===== config.mk =====
export PLATFORM = sky130hd
export DESIGN_NAME = fetch_unit
export DESIGN_NICKNAME = d
export VERILOG_FILES = /design/src/rtl/fetch_unit.sv
export SDC_FILE = /design/constraint.sdc
export NUM_CORES = 1
export LEC_CHECK = 0
export ABC_CLOCK_PERIOD_IN_PS = 5650
export CAP_MARGIN = 20
export CORE_MARGIN = 1.5
export CORE_UTILIZATION = 40
export CTS_CLUSTER_SIZE = 40
export DETAILED_ROUTE_END_ITERATION = 16
export DONT_BUFFER_PORTS = 1
export PLACE_DENSITY = 0.51
export SETUP_SLACK_MARGIN = 0.3
export SLEW_MARGIN = 20
export SYNTH_ARGS = -nofsm -noshare
export SYNTH_HDL_FRONTEND = slang
export SYNTH_SLANG_ARGS = --single-unit

===== constraint.sdc =====
create_clock -name clk -period 5.65 [get_ports clk]
set_input_delay 0.565 -clock clk [delete_from_list [all_inputs] [get_ports clk]]
set_output_delay 0.565 -clock clk [all_outputs]
set_load 0.005 [all_outputs]

===== src/rtl/fetch_unit.sv =====
// Instruction-fetch front end: owns the PC, drives a 1-cycle-latency ROM and
// buffers {inst, pc} pairs in a 2-entry FIFO for decode. Define FETCH_PERF_EN for perf counters.
module fetch_unit #(
  parameter int                ADDR_W   = 32,
  parameter logic [ADDR_W-1:0] RESET_PC = '0
) (
  input  logic              clk,
  input  logic              rst,
`ifdef FETCH_PERF_EN
  output logic [31:0]       perf_fetched,
  output logic [31:0]       perf_stall,
  output logic [31:0]       perf_flush,
`endif
  output logic [ADDR_W-1:0] rom_addr,
  input  logic [31:0]       rom_inst,
  input  logic              redirect_valid,
  input  logic [ADDR_W-1:0] redirect_pc,
  output logic              out_valid,
  input  logic              out_ready,
  output logic [31:0]       out_inst,
  output logic [ADDR_W-1:0] out_pc
);

  logic [ADDR_W-1:0] r_pc;
  logic              r_req_v;
  logic [ADDR_W-1:0] r_req_pc;

  logic [31:0]       r_inst_mem [2];
  logic [ADDR_W-1:0] r_pc_mem   [2];
  logic              r_wr_ptr;
  logic              r_rd_ptr;
  logic [1:0]        r_count;

  logic              w_pop;
  logic              w_push;
  logic              w_issue;
  logic [2:0]        w_credit;

  assign rom_addr  = r_pc;
  assign out_valid = (r_count != 2'd0);
  assign out_inst  = r_inst_mem[r_rd_ptr];
  assign out_pc    = r_pc_mem[r_rd_ptr];

  assign w_pop  = out_valid & out_ready;
  assign w_push = r_req_v & ~redirect_valid;

  // Buffered entries plus the word in flight must leave room for the new request.
  assign w_credit = {1'b0, r_count} + {2'b00, r_req_v} - {2'b00, w_pop};
  assign w_issue  = ~redirect_valid & (w_credit < 3'd2);

  // NOTE: all state below is updated with non-blocking assignments so every
  // register samples the pre-edge values of its neighbours.
  always_ff @(posedge clk) begin
    if (rst) begin
      r_pc     <= RESET_PC;
      r_req_v  <= 1'b0;
      r_req_pc <= '0;
      r_wr_ptr <= 1'b0;
      r_rd_ptr <= 1'b0;
      r_count  <= 2'd0;
    end else if (redirect_valid) begin
      // The in-flight ROM word and every buffered entry belong to the wrong path.
      r_pc     <= redirect_pc;
      r_req_v  <= 1'b0;
      r_wr_ptr <= 1'b0;
      r_rd_ptr <= 1'b0;
      r_count  <= 2'd0;
    end else begin
      r_req_v <= w_issue;
      if (w_issue) begin
        r_req_pc <= r_pc;
        r_pc     <= r_pc + ADDR_W'(1);
      end
      if (w_push) r_wr_ptr <= ~r_wr_ptr;
      if (w_pop)  r_rd_ptr <= ~r_rd_ptr;
      case ({w_push, w_pop})
        2'b10:   r_count <= r_count + 2'd1;
        2'b01:   r_count <= r_count - 2'd1;
        default: r_count <= r_count;
      endcase
    end
  end

  // NOTE: the two storage entries are reset on purpose so that out_inst/out_pc
  // read zero until the first instruction lands after reset.
  always_ff @(posedge clk) begin
    if (rst) begin
      for (int i = 0; i < 2; i++) begin
        r_inst_mem[i] <= '0;
        r_pc_mem[i]   <= '0;
      end
    end else if (w_push) begin
      r_inst_mem[r_wr_ptr] <= rom_inst;
      r_pc_mem[r_wr_ptr]   <= r_req_pc;
    end
  end

`ifdef FETCH_PERF_EN
  logic [31:0] r_perf_fetched;
  logic [31:0] r_perf_stall;
  logic [31:0] r_perf_flush;

  always_ff @(posedge clk) begin
    if (rst) begin
      r_perf_fetched <= '0;
      r_perf_stall   <= '0;
      r_perf_flush   <= '0;
    end else begin
      if (w_push)                 r_perf_fetched <= r_perf_fetched + 32'd1;
      if (out_valid & ~out_ready) r_perf_stall   <= r_perf_stall + 32'd1;
      if (redirect_valid)         r_perf_flush   <= r_perf_flush + 32'd1;
    end
  end

  assign perf_fetched = r_perf_fetched;
  assign perf_stall   = r_perf_stall;
  assign perf_flush   = r_perf_flush;
`endif

endmodule


==> results.json <==
{
  "clock_skew_ns": 0.0136,
  "synth_edf_count": 128,
  "post_cts_buffers": 0,
  "chipWidth_um": 150,
  "detail_route.wl_per_cell_um": 18.1,
  "critPathLaunchType": "flip-flop",
  "clock_latency_ns": 0.43,
  "synth.cell_area_um2": 8590,
  "hold_violations": 0,
  "initial_core_util_pct": 40.9,
  "antenna_found_initial": 0,
  "hold_path_class": "in2reg",
  "grt_overflow_total": 0,
  "ioPinCount": 165,
  "clkTransAtPathRegs_ns": 0.08,
  "synthFlopType": "edfxtp_1",
  "cts_resized": 0,
  "slew-limit-headroom_pct": 38.7,
  "async_flop_share_pct": 0,
  "synthTopCellsByArea": "edfxtp_1 45%, dfxtp_1 16%, and2_1 9.5%",
  "setup_viol": 0,
  "endpoint_kind": "flip-flop",
  "drc": 0,
  "p_leak_nw": 3.34,
  "grt_pass1_vias": 5115,
  "grt_max_degree": 69,
  "grt.busiest_layer": "met2",
  "yosysTopAreaCell": "edfxtp_1",
  "p_total_mw": 2.97,
  "ys_warn_count": 0,
  "grt_use_met2_pct": 25.6,
  "use_met3_pct": 5.27,
  "portBuffers": 0,
  "post_drt_via_cell_ratio": 5.13,
  "power.density_nw_per_um2": 315,
  "clock_sinks": 198,
  "first_pass_iters": 6,
  "grt_pass1_wl_mm": 27.9,
  "num_antenna_cells": 0,
  "cts_root_buf": "clkbuf_16",
  "grt_use_met1_pct": 21.8,
  "die_height_um": 150,
  "slew_violations": 0,
  "cp.arrival_ns": 3.93,
  "fin_nets": 778,
  "irDropWorstVdd_mv": 0.204,
  "postSynthCellCount": 724,
  "worst_pin_slew_ns": 0.919,
  "fin_ws_ns": 2.06,
  "fmax_mhz": 278,
  "timing.final.crit_share_pct": 63.6,
  "hp-start": "rst",
  "gp_congestion": 0.759,
  "area_growth_pct": 9.73,
  "drive_above_1_share_pct": 16.4,
  "num_rows": 53,
  "critPathMaxFanout": 6,
  "setup_tns_ns": 0,
  "dp_hpwl_mm": 11.6,
  "synth_top_area_share_pct": 44.7,
  "timing.rr.start": "r_count[1]",
  "dieArea_um2": 22400,
  "core_um2": 21000,
  "first_iter_violations": 250,
  "place_ws_ns": 2.02,
  "hold_depth": 1,
  "vias": 5095,
  "synth_nets": 796,
  "synth.avg_cell_area_um2": 11.9,
  "r2r_slack_ns": 2.06,
  "grtUsageTotal_pct": 16.3,
  "holdBufCountCts": 0,
  "clockBufferDepth": 2,
  "fin_crit_ns": 3.59,
  "routed_wl_mm": 18.0,
  "r2r-end": "rom_addr[31]",
  "min_to": "rom_addr[23]",
  "crit_required_ns": 5.99,
  "seq_area_frac_synth_pct": 61.1,
  "cts_buffers": 17,
  "synth_seq_cells": 198,
  "maxCapViolations": 0,
  "rsz0062_at_grt": "no",
  "status": "finished clean",
  "ant_nets": 0,
  "netlist-cell-type-count": 39,
  "htree_num_levels": 4,
  "path_class": "reg2reg",
  "r2r.worst_path.cells": 10,
  "cts_tree": "done"
}
power breakdown:
| part | internal (mW) | switching, mW | total [mW] |
|---|---|---|---|
| logic | 0.0574 | 0.0920 | 0.149 |
| registers | 1.61 | 0.0502 | 1.66 |
| clock network | 0.621 | 0.544 | 1.16 |
per-stage QoR:
stage	instances	area, um2	hold WS (ns)	utilization [%]
6_report	994	9430	0.203	44.8
3_5_place_dp	962	8850	0.450	42.1
4_1_cts	994	9420	0.181	44.8
2_1_floorplan	724	8590	0.440	-
5_1_grt	994	9430	0.175	44.8
3_3_place_gp	961	8830	0.448	42.0
cell families after synthesis:
kind of cell               count (synthesis)  synth area share (%)
buffers and inverters                     49                  2.17
xor gates and xnor gates                  34                  3.55
AOI/OAI and AO/OA                         72                  5.07
and+or+nand+nor                          302                  19.0
muxes                                     65                  8.52
adders and majority gates                  4                 0.670
DFF                                      198                  61.1
cells in the final DEF (no fill, tap or decap), drive strengths merged, types with 2 or more instances in the layout:
master,count
inv,12
xor2,22
dfxtp,70
a211oi,25
nand3,12
or3,2
or2,3
and2,131
nand4,17
ha,3
clkbuf,17
nor4b,2
buf,6
nor2,38
and3,2
mux2,65
clkinv,8
nor3b,2
o21ai,3
xnor2,12
edfxtp,128
nand2,83
a21oi,40
nor4,6
worst max path at each step:
stage                               from                to  cells after the start
after floorplan           redirect_valid  r_inst_mem[0][0]                      4
final                         r_count[1]      rom_addr[31]                     10
after detailed placement      r_count[1]      rom_addr[31]                     10
after global routing          r_count[1]      rom_addr[31]                     10
after CTS                     r_count[1]      rom_addr[31]                     10
after global placement        r_count[1]      rom_addr[27]                     10
cell usage after synthesis (all sizes together), types with 3 or more instances:
library cell	instances
nor2	38
dfxtp	70
nor4	6
mux2	65
a211oi	25
o21ai	3
xnor2	12
nand4	17
inv	6
xor2	22
or2	3
and2	131
nand3	12
nand2	83
a21oi	40
clkbuf	41
ha	3
edfxtp	128
worst max-delay path, stage by stage (launching register included):
cell,delay [ns]
dfxtp_1,0.40
or2_2,0.36
and2_1,0.21
ha_1,0.27
nand2b_1,0.15
fa_1,0.59
nand3_1,0.25
nor4_1,0.68
nand4_1,0.20
xor2_1,0.18
a211oi_1,0.23
state kept, by name, indices dropped and copies added, names as in the netlist, named ones only:
register and flops:
r_req_pc 32, r_req_v 1, r_pc_mem 64, rom_addr 32
r_rd_ptr 1, r_wr_ptr 1, r_count 2, r_inst_mem 64
layer usage:
layer  routed length [um]  up-vias
li1                     -     2495
met1                 8180     2431
met2                 8220      153
met3                 1410       16
met4                  174        0
met5                    0        -
cell type report:
type / count / area, um2
Tap cell: 275 / 344
Fill cell: 1940 / 11600
Clock inverter: 15 / 145
Inverter: 6 / 22.5
Timing Repair Buffer: 6 / 48.8
Clock buffer: 17 / 425
Sequential cell: 198 / 5250
Multi-Input combinational cell: 477 / 3190
No activity file was read; power rests on OpenSTA's default activity.
